$ cat src/rtl/seat_req_ctrl.sv
// Seat request front-end: accepts one kiosk request at a time, timestamps it from a free-running
// minute counter, probes the seat memory's Do_Not_Seat, then issues a write or a rejection and a
// one-cycle response. Also drives the memory's clear strobe and its constant away-timeout.
module seat_req_ctrl #(
  parameter int unsigned NUM_SEATS = 32,
  parameter int unsigned LIMIT_MIN = 60
) (
  input  logic        clk,
  input  logic        rst,
  input  logic        tick_min,
  input  logic        clear_all,
  input  logic        req_valid,
  output logic        req_ready,
  input  logic [1:0]  req_cmd,
  input  logic [31:0] req_student_no,
  input  logic [4:0]  req_seat_no,
  output logic        resp_valid,
  output logic [1:0]  resp_code,
  input  logic        Do_Not_Seat,
  output logic        write_mem,
  output logic        rst_mem,
  output logic [31:0] Student_No_mem,
  output logic [10:0] Time_mem,
  output logic [1:0]  Seat_State_mem,
  output logic [4:0]  Seat_No_mem,
  output logic [10:0] limit_time
);

  localparam logic [1:0] CodeOk       = 2'd0;
  localparam logic [1:0] CodeOccupied = 2'd1;
  localparam logic [1:0] CodeBadSeat  = 2'd2;
  localparam logic [1:0] CodeAbort    = 2'd3;
  localparam logic [1:0] CmdIllegal   = 2'd3;

  typedef enum logic [1:0] {StIdle, StCheck, StWrite, StResp} state_e;

  state_e      state_q, state_d;
  logic        write_q, write_d;
  logic        resp_valid_q, resp_valid_d;
  logic [1:0]  resp_code_q, resp_code_d;
  logic        rst_mem_q;
  logic [10:0] time_q;
  logic        accept;
  logic        seat_bad;

  // clear_all blocks acceptance in the same cycle so a wiped memory never sees a stale request.
  assign req_ready  = (state_q == StIdle) && !clear_all;
  assign accept     = req_ready && req_valid;
  assign seat_bad   = 32'(req_seat_no) >= NUM_SEATS;

  // A clear arriving in WRITE suppresses the strobe in that very cycle.
  assign write_mem  = write_q && !clear_all;
  assign resp_valid = resp_valid_q;
  assign resp_code  = resp_code_q;
  assign rst_mem    = rst_mem_q;
  assign limit_time = 11'(LIMIT_MIN);

  // Next-state and next registered outputs of the request sequencer.
  always_comb begin
    state_d      = state_q;
    write_d      = 1'b0;
    resp_valid_d = 1'b0;
    resp_code_d  = CodeOk;
    unique case (state_q)
      StIdle: begin
        if (accept) begin
          if (req_cmd == CmdIllegal) begin
            state_d      = StResp;
            resp_valid_d = 1'b1;
            resp_code_d  = CodeAbort;
          end else if (seat_bad) begin
            state_d      = StResp;
            resp_valid_d = 1'b1;
            resp_code_d  = CodeBadSeat;
          end else begin
            state_d = StCheck;
          end
        end
      end
      StCheck: begin
        state_d      = StResp;
        resp_valid_d = 1'b1;
        if (clear_all) begin
          resp_code_d = CodeAbort;
        end else if (Do_Not_Seat) begin
          resp_code_d = CodeOccupied;
        end else begin
          state_d      = StWrite;
          write_d      = 1'b1;
          resp_valid_d = 1'b0;
        end
      end
      StWrite: begin
        state_d      = StResp;
        resp_valid_d = 1'b1;
        resp_code_d  = clear_all ? CodeAbort : CodeOk;
      end
      StResp: begin
        state_d = StIdle;
      end
      default: begin
        state_d = StIdle;
      end
    endcase
  end

  // Sequencer state and its registered strobes.
  always_ff @(posedge clk or posedge rst) begin
    if (rst) begin
      state_q      <= StIdle;
      write_q      <= 1'b0;
      resp_valid_q <= 1'b0;
      resp_code_q  <= CodeOk;
      rst_mem_q    <= 1'b0;
    end else begin
      state_q      <= state_d;
      write_q      <= write_d;
      resp_valid_q <= resp_valid_d;
      resp_code_q  <= resp_code_d;
      rst_mem_q    <= clear_all;
    end
  end

  // Minute counter; wraps mod 2^11 to match the memory's age subtraction.
  always_ff @(posedge clk or posedge rst) begin
    if (rst) begin
      time_q <= '0;
    end else if (tick_min) begin
      time_q <= time_q + 11'd1;
    end
  end

  // Request latch; the stamp takes the pre-tick time when a tick coincides with acceptance.
  always_ff @(posedge clk or posedge rst) begin
    if (rst) begin
      Student_No_mem <= '0;
      Time_mem       <= '0;
      Seat_State_mem <= '0;
      Seat_No_mem    <= '0;
    end else if (accept) begin
      Student_No_mem <= req_student_no;
      Time_mem       <= time_q;
      Seat_State_mem <= req_cmd;
      Seat_No_mem    <= req_seat_no;
    end
  end

endmodule

$ cat config.mk
export PLATFORM = sky130hd
export DESIGN_NAME = seat_req_ctrl
export DESIGN_NICKNAME = d
export VERILOG_FILES = /design/src/rtl/seat_req_ctrl.sv
export SDC_FILE = /design/constraint.sdc
export NUM_CORES = 1
export LEC_CHECK = 0
export ABC_AREA = 1
export BUFFER_PORTS_ARGS = -buffer_cell sky130_fd_sc_hd__buf_2
export CORE_ASPECT_RATIO = 0.5
export CORE_MARGIN = 2
export CORE_UTILIZATION = 44
export DETAILED_ROUTE_END_ITERATION = 16
export PLACE_DENSITY = 0.83
export SYNTH_ARGS = -nofsm -noshare
export SYNTH_HDL_FRONTEND = slang
export SYNTH_SLANG_ARGS = --single-unit
$ cat constraint.sdc
create_clock -name clk -period 2.1 [get_ports clk]
set_input_delay 0.42 -clock clk [delete_from_list [all_inputs] [get_ports clk]]
set_output_delay 0.42 -clock clk [all_outputs]
set_load 0.005 [all_outputs]
==> results of run 1 <==
## worst paths after layout
check,to,slack [ns],from,cells past startpoint
min in group clk,write_q$_DFF_PP0_,0.27,Do_Not_Seat,2
worst min-delay path,Time_mem[4]$_DFFE_PP0P_,0.15,rst,2
worst max register to register,Student_No_mem[1]$_DFFE_PP0P_,0.47,state_q[1]$_DFFE_PP0P_,9
worst max-delay path,req_ready,0.39,state_q[1]$_DFFE_PP0P_,5
worst min register to register,Student_No_mem[23]$_DFFE_PP0P_,0.47,Student_No_mem[23]$_DFFE_PP0P_,2
max in group asynchronous,Student_No_mem[0]$_DFFE_PP0P_,1.40,rst,3
## cell usage after synthesis
cell | n | area (um2)
a21oi_1 | 1 | 5.00
buf_2 | 9 | 45.0
buf_4 | 11 | 82.6
buf_6 | 1 | 11.3
conb_1 | 2 | 7.51
dfrtp_1 | 68 | 1700
ha_1 | 6 | 75.1
inv_1 | 23 | 86.3
inv_2 | 1 | 3.75
nand2_1 | 162 | 608
nand2_2 | 1 | 6.26
nand3_1 | 5 | 25.0
nand4_1 | 3 | 18.8
nor2_1 | 9 | 33.8
nor2_2 | 1 | 6.26
nor2_4 | 1 | 11.3
nor3b_1 | 1 | 7.51
o21ai_0 | 15 | 75.1
xor2_1 | 6 | 52.6
## cell families (layout without fill, tap and decap cells)
logic type / after synthesis / in the layout / synth area share (%)
XOR/XNOR: 6 / 6 / 1.84
AND/OR/NAND/NOR: 183 / 183 / 25.0
other: 2 / 11 / 0.262
adder cells (fa/ha/maj): 6 / 6 / 2.62
flip-flops: 68 / 68 / 59.4
buffers and inverters: 45 / 144 / 8.00
AO/OA/AOI/OAI: 16 / 16 / 2.80
## metrics by stage
step                std cells  worst slack (ns)  total power [uW]
floorplan                 335             0.748              3200
global placement          506             0.539              3890
detailed placement        506             0.483              3980
CTS                       522             0.372              5500
global route              522             0.298              5880
finish                    522             0.392              5440
## power groups by stage
| stage | logic (uW) | clock network (uW) | registers, uW |
|---|---|---|---|
| 5_1_grt | 1990 | 1560 | 2330 |
| 3_3_place_gp | 1650 | 0 | 2240 |
| 2_1_floorplan | 921 | 0 | 2280 |
| 6_report | 1710 | 1480 | 2250 |
| 3_5_place_dp | 1720 | 0 | 2260 |
| 4_1_cts | 1740 | 1500 | 2250 |
## layout make-up
cell class | count | area share, %
Inverter | 24 | 2.51
Clock inverter | 6 | 1.71
Clock buffer | 10 | 6.39
Sequential cell | 68 | 45.5
Timing Repair Buffer | 104 | 15.2
Multi-Input combinational cell | 222 | 25.8
Tap cell | 88 | 2.94
## routing by layer
metal	wire, um	track usage [%]	vias up
met5	0	0	-
met3	217	4.35	4
met4	29	8.09	0
met2	3190	33.5	52
li1	-	-	1170
met1	2570	19.9	1079
## state kept, by name, indices dropped and copies added (netlist names)
register / flops
write_q: 1
Student_No_mem: 32
Seat_State_mem: 2
rst_mem: 1
state_q: 2
Seat_No_mem: 5
time_q: 11
resp_code: 2
Time_mem: 11
resp_valid: 1
## cell usage in the layout (no fill, tap or decap), types with 2 or more instances in the layout
cell type	count
nand2_1	162
buf_2	100
dfrtp_1	68
inv_1	22
o21ai_0	15
conb_1	11
nor2_1	9
clkbuf_16	9
xor2_1	6
ha_1	6
nand3_1	5
clkinvlp_4	3
nand4_1	3
buf_12	3
clkinv_2	2
## worst max-delay path, delay by kind of cell, from the launching register on
family	cells	cell delay, ns
flip-flops	1	0.39
buffers and inverters	3	0.30
adder cells (fa/ha/maj)	1	0.17
AND/OR/NAND/NOR	1	0.10
==> metrics.txt, run 1 <==
Int Power=3620 uW; total gr overflow=0; Routed Wire Length=6.00 mm; register share of total power=41.4%; mapped cell area=2860 um2; placed cell areas=3440 um2; clock buffer depth=2; Startpoint Class=flip-flop; post-cts sizing count=0; fmax=585 MHz; Min Hold Slack=0.147 ns; register bit total from synthesis=68; antenna-violating nets left=0; unrepaired setup endpoints after global routing=false; first drt pass iteration count=5; CP max FO=4; Slew @ Worst Pin=0.544 ns; Hold Violations, Final=0; Multi-input gate area=966 um2; CP cell instances=inv_1 > ha_1 > inv_1 > nor2_2 > buf_2; H-tree Lvls=3; All-Layer GR Usage=17.7%; final setup fails=0; initial antenna violation count=0; # Post-CTS Setup Buffers=0; synthesized area per cell=8.78 um2; CTS Buf Count=9; area grow syn2layout=30.7%; Cells after Synth=326; average wire per cell in the routed design=11.5 um; Via density=4.42; # rows=20; Core ar.=6180 um2; worst vdd ir=0.517 mV; CTS clk-pin slew, worst paths=0.06 ns; Final Cycle Share=81.4%; Ys Warns=0; hold buffer count at cts=0; combinational share of power=31.5%; share of cells above drive strength 1=28.8%; final core occ=60.5%; DRC Markers=0; CP most frequent cell=inv_1; Starting Density=46.3%; nets@finish=480; Worst-Skew Late Latency=0.33 ns; die area=7210 um2; status=complete, no violations; total clock sinks=68; sequential area share after synthesis=59.4%; PwrDens=1450 nW/um2; Sw Ratio=33.5%; drt first-iter violations=147; die height=61.0 um; largest net degree at the start of global routing=61; antenna diode count=0; Worst setup EP type=output pin; Vias=2305; Final min period=1.71 ns; distinct cell type count of the synthesized netlist=19; first-pass GRT wire length=9.89 mm; clock power share=27.2%; P_leak=0.00216 uW; Crit-path slowest cell=dfrtp_1; final slew viol count=0; WP data required=1.68 ns; Finished Cell Area=3740 um2; worst min-delay path category=input pin to asynchronous set/reset pin; Slew HR=63.6%; CTS tree=yes; Top-Level Pins=112; WS Path Type=flip-flop to output pin; port buffer count=100; vias in the first global route=2224; Final TNS setup=0 ns; Arr. time, crit path=1.29 ns; CP peak stage delay=0.39 ns; DP Wirelength=4.26 mm; fillers=522; Root Driver=clkbuf_16; Die Wd=118 um; max-cap viol count=0; gp weighted congestion=0.798; register area=1700 um2; Psw=1820 uW; clk_skew=0.00550 ns
Note: power is estimated with default switching activity, not from simulation.
==> run 2, diff against run 1 <==
==> constraint.sdc (replaced) <==
create_clock -name clk -period 1.5 [get_ports clk]
set_input_delay 0.3 -clock clk [delete_from_list [all_inputs] [get_ports clk]]
set_output_delay 0.3 -clock clk [all_outputs]
set_load 0.005 [all_outputs]
==> run 2 against run 1 <==
Net effect:
- wire length rose by 3.2%
- critical path depth rose by 3
- sequential share of layout area fell by 1.7 points
- sequential cell count did not move
- first-iteration DRC count fell by 46%
- via count rose by 1.9%
- non-clock buffer count rose by 14
- cell area rose by 3.9%
- global-route usage rose by 0.15 points
- worst hold slack got worse by 0.15 ns
- worst setup slack got worse by 0.40 ns
- the run now ends with negative hold slack, negative setup slack left
- largest cell class unchanged
- utilization rose by 2.4 points
==> metrics.txt, run 2 (synthesized netlist as in run 1, its figures left out) <==
most common cell after layout, fill and taps aside=nand2_1; Hold Violations, Final=7 (+7); Min Hold Slack=-0.00552 ns (-0.152 ns); R2R cell count=8 (-1); share of cells above drive strength 1=31.7% (+2.9 points); worst r2r dst=resp_code[0]$_DFF_PP0_; Root Driver=clkbuf_16; clock buffer depth=2 (unchanged); gp weighted congestion=0.873 (+9.4%); vias in the first global route=2216 (-0.36%); register area=1700 um2 (unchanged); largest net degree at the start of global routing=30 (-51%); WS Path Type=flip-flop to flip-flop; Total Power=7780 uW (+43%); DRC Markers=0 (unchanged); area grow syn2layout=35.8%; die height=61.0 um (unchanged); most frequent cells in the layout=nand2_1 (162), buf_2 (100), dfrtp_1 (68); port buffer count=100 (unchanged); max reg flops=32 (unchanged); Routed Wire Length=6.19 mm (+3.2%); unrepaired setup endpoints after global routing=true; first-pass GRT wire length=9.90 mm (about the same); status=finished with violations; CTS tree=yes; R2R setup slack=-0.01 ns (-0.48 ns); final slew viol count=0 (unchanged); P_leak=0.00224 uW (+3.5%); failing checks=negative hold slack, negative setup slack; All-Layer GR Usage=17.9% (+0.15 points); Critical Path Stages=8 (+3); worst min-delay path category=input pin to asynchronous set/reset pin; Bufs and invs on worst path=3 (unchanged); CP peak stage delay=0.39 ns (about the same); die area=7210 um2 (unchanged); DP Wirelength=4.32 mm (+1.5%); total gr overflow=0 (unchanged); Crit-path slowest cell=dfrtp_1; most flop-heavy register=Student_No_mem; worst vdd ir=0.805 mV (+56%); final setup fails=1 (+1); Multi-input gate area=988 um2 (+2.3%); registers with the most flip-flops=Student_No_mem: 32 flops, Time_mem: 11 flops, time_q: 11 flops; hold buffer count at cts=0 (unchanged); CP max FO=3 (-1); Worst-Skew Late Latency=0.33 ns (about the same); CTS clk-pin slew, worst paths=0.05 ns (about the same); Startpoint Class=flip-flop; fmax=662 MHz; Top-Level Pins=112 (unchanged); nets@finish=494 (+2.9%); antenna diode count=0 (unchanged); Arr. time, crit path=1.72 ns (+0.43 ns); Final min period=1.51 ns; fillers=507 (-2.9%); antenna-violating nets left=0 (unchanged); total clock sinks=68 (unchanged); crit-path leading delay family=flip-flops; Core ar.=6180 um2 (unchanged); average wire per cell in the routed design=11.6 um (+0.47%); Vias=2349 (+1.9%); RR Startpoint=state_q[1]$_DFFE_PP0P_; CTS Buf Count=9 (unchanged); Die Wd=118 um (unchanged); PwrDens=2000 nW/um2 (+38%); Final WS setup=-0.0113 ns (-0.403 ns); Final Cycle Share=101%; drt first-iter violations=80 (-46%); max-cap viol count=0 (unchanged); worst slack, placed=0.0471 ns (-0.436 ns); H-tree Lvls=3 (unchanged); Via density=4.38 (-0.75%); WP data required=1.71 ns (+0.03 ns); initial antenna violation count=0 (unchanged); Worst setup EP type=flip-flop; clk_skew=0.00661 ns (+0.00111 ns); # rows=20 (unchanged); CP cell instances=inv_2 > buf_4 > buf_4 > ha_1 > o21ai_1 > nand2_1 > nor2_1 > nor2_1; Starting Density=46.3% (unchanged); first drt pass iteration count=4 (-1)
## run 2: cell types whose count changed in the layout (fill, tap and decap cells not counted), moves of 2 or more
cell / before / now
buf_4: 1 / 11
buf_6: 0 / 3
inv_1: 22 / 19
clkbuf_8: 1 / 3
inv_2: 1 / 3
## run 2: timing repair
item,CTS,global route
pin swaps,1,1
endpoints found under the setup margin,1,55
resized for setup,5,7
endpoints found under the hold margin,0,0
setup buffers,4,2
gates cloned,0,1
## run 2: area by class of cell
type / instances / area share, %
Clock buffer: 13 / 6.95
Sequential cell: 68 / 43.8
Inverter: 24 / 2.48
Multi-Input combinational cell: 222 / 25.4
Tap cell: 88 / 2.83
Timing Repair Buffer: 118 / 18.1
Clock inverter: 3 / 0.515
## run 2: stage by stage
| stage | TNS [ns] | utilization (%) | cell area, um2 | std cells |
|---|---|---|---|---|
| floorplan | 0 | - | 2900 | 335 |
| global placement | 0 | 56.5 | 3490 | 513 |
| detailed placement | 0 | 56.5 | 3490 | 513 |
| CTS | -0.00181 | 61.9 | 3820 | 533 |
| global route | -0.213 | 62.9 | 3890 | 536 |
| finish | -0.0113 | 62.9 | 3890 | 536 |
## run 2: per-layer routing
| metal | global-route usage, % | wire (um) | part of all wire, % |
|---|---|---|---|
| met3 | 6.11 | 248 | 4.0 |
| met1 | 20.9 | 2750 | 44 |
| met5 | 0 | 0 | 0 |
| met4 | 4.82 | 14 | 0.23 |
| met2 | 32.8 | 3180 | 51 |
## run 2: worst register-to-register path, stage by stage, from the launching register on
cell and delay, ns:
dfrtp_1 0.39, inv_2 0.07, buf_4 0.13, buf_4 0.13
ha_1 0.21, o21ai_1 0.18, nand2_1 0.10, nor2_1 0.13
nor2_1 0.05
## run 2: worst max path at each step
stage / end / start / slack (ns)
finish: resp_code[0]$_DFF_PP0_ / state_q[1]$_DFFE_PP0P_ / -0.01
global route: state_q[0]$_DFFE_PP0P_ / state_q[1]$_DFFE_PP0P_ / -0.08
CTS: req_ready / state_q[1]$_DFFE_PP0P_ / -0.002
detailed placement: Student_No_mem[8]$_DFFE_PP0P_ / state_q[1]$_DFFE_PP0P_ / 0.05
global placement: Student_No_mem[9]$_DFFE_PP0P_ / state_q[1]$_DFFE_PP0P_ / 0.11
floorplan: resp_code[1]$_DFF_PP0_ / state_q[0]$_DFFE_PP0P_ / 0.15
## run 2: report_power, final
| part | switching (uW) | internal, uW | leakage, uW |
|---|---|---|---|
| combinational | 1420 | 1250 | 0.00127 |
| sequential | 463 | 2670 | 0.000830 |
| clock | 724 | 1250 | 0.000138 |
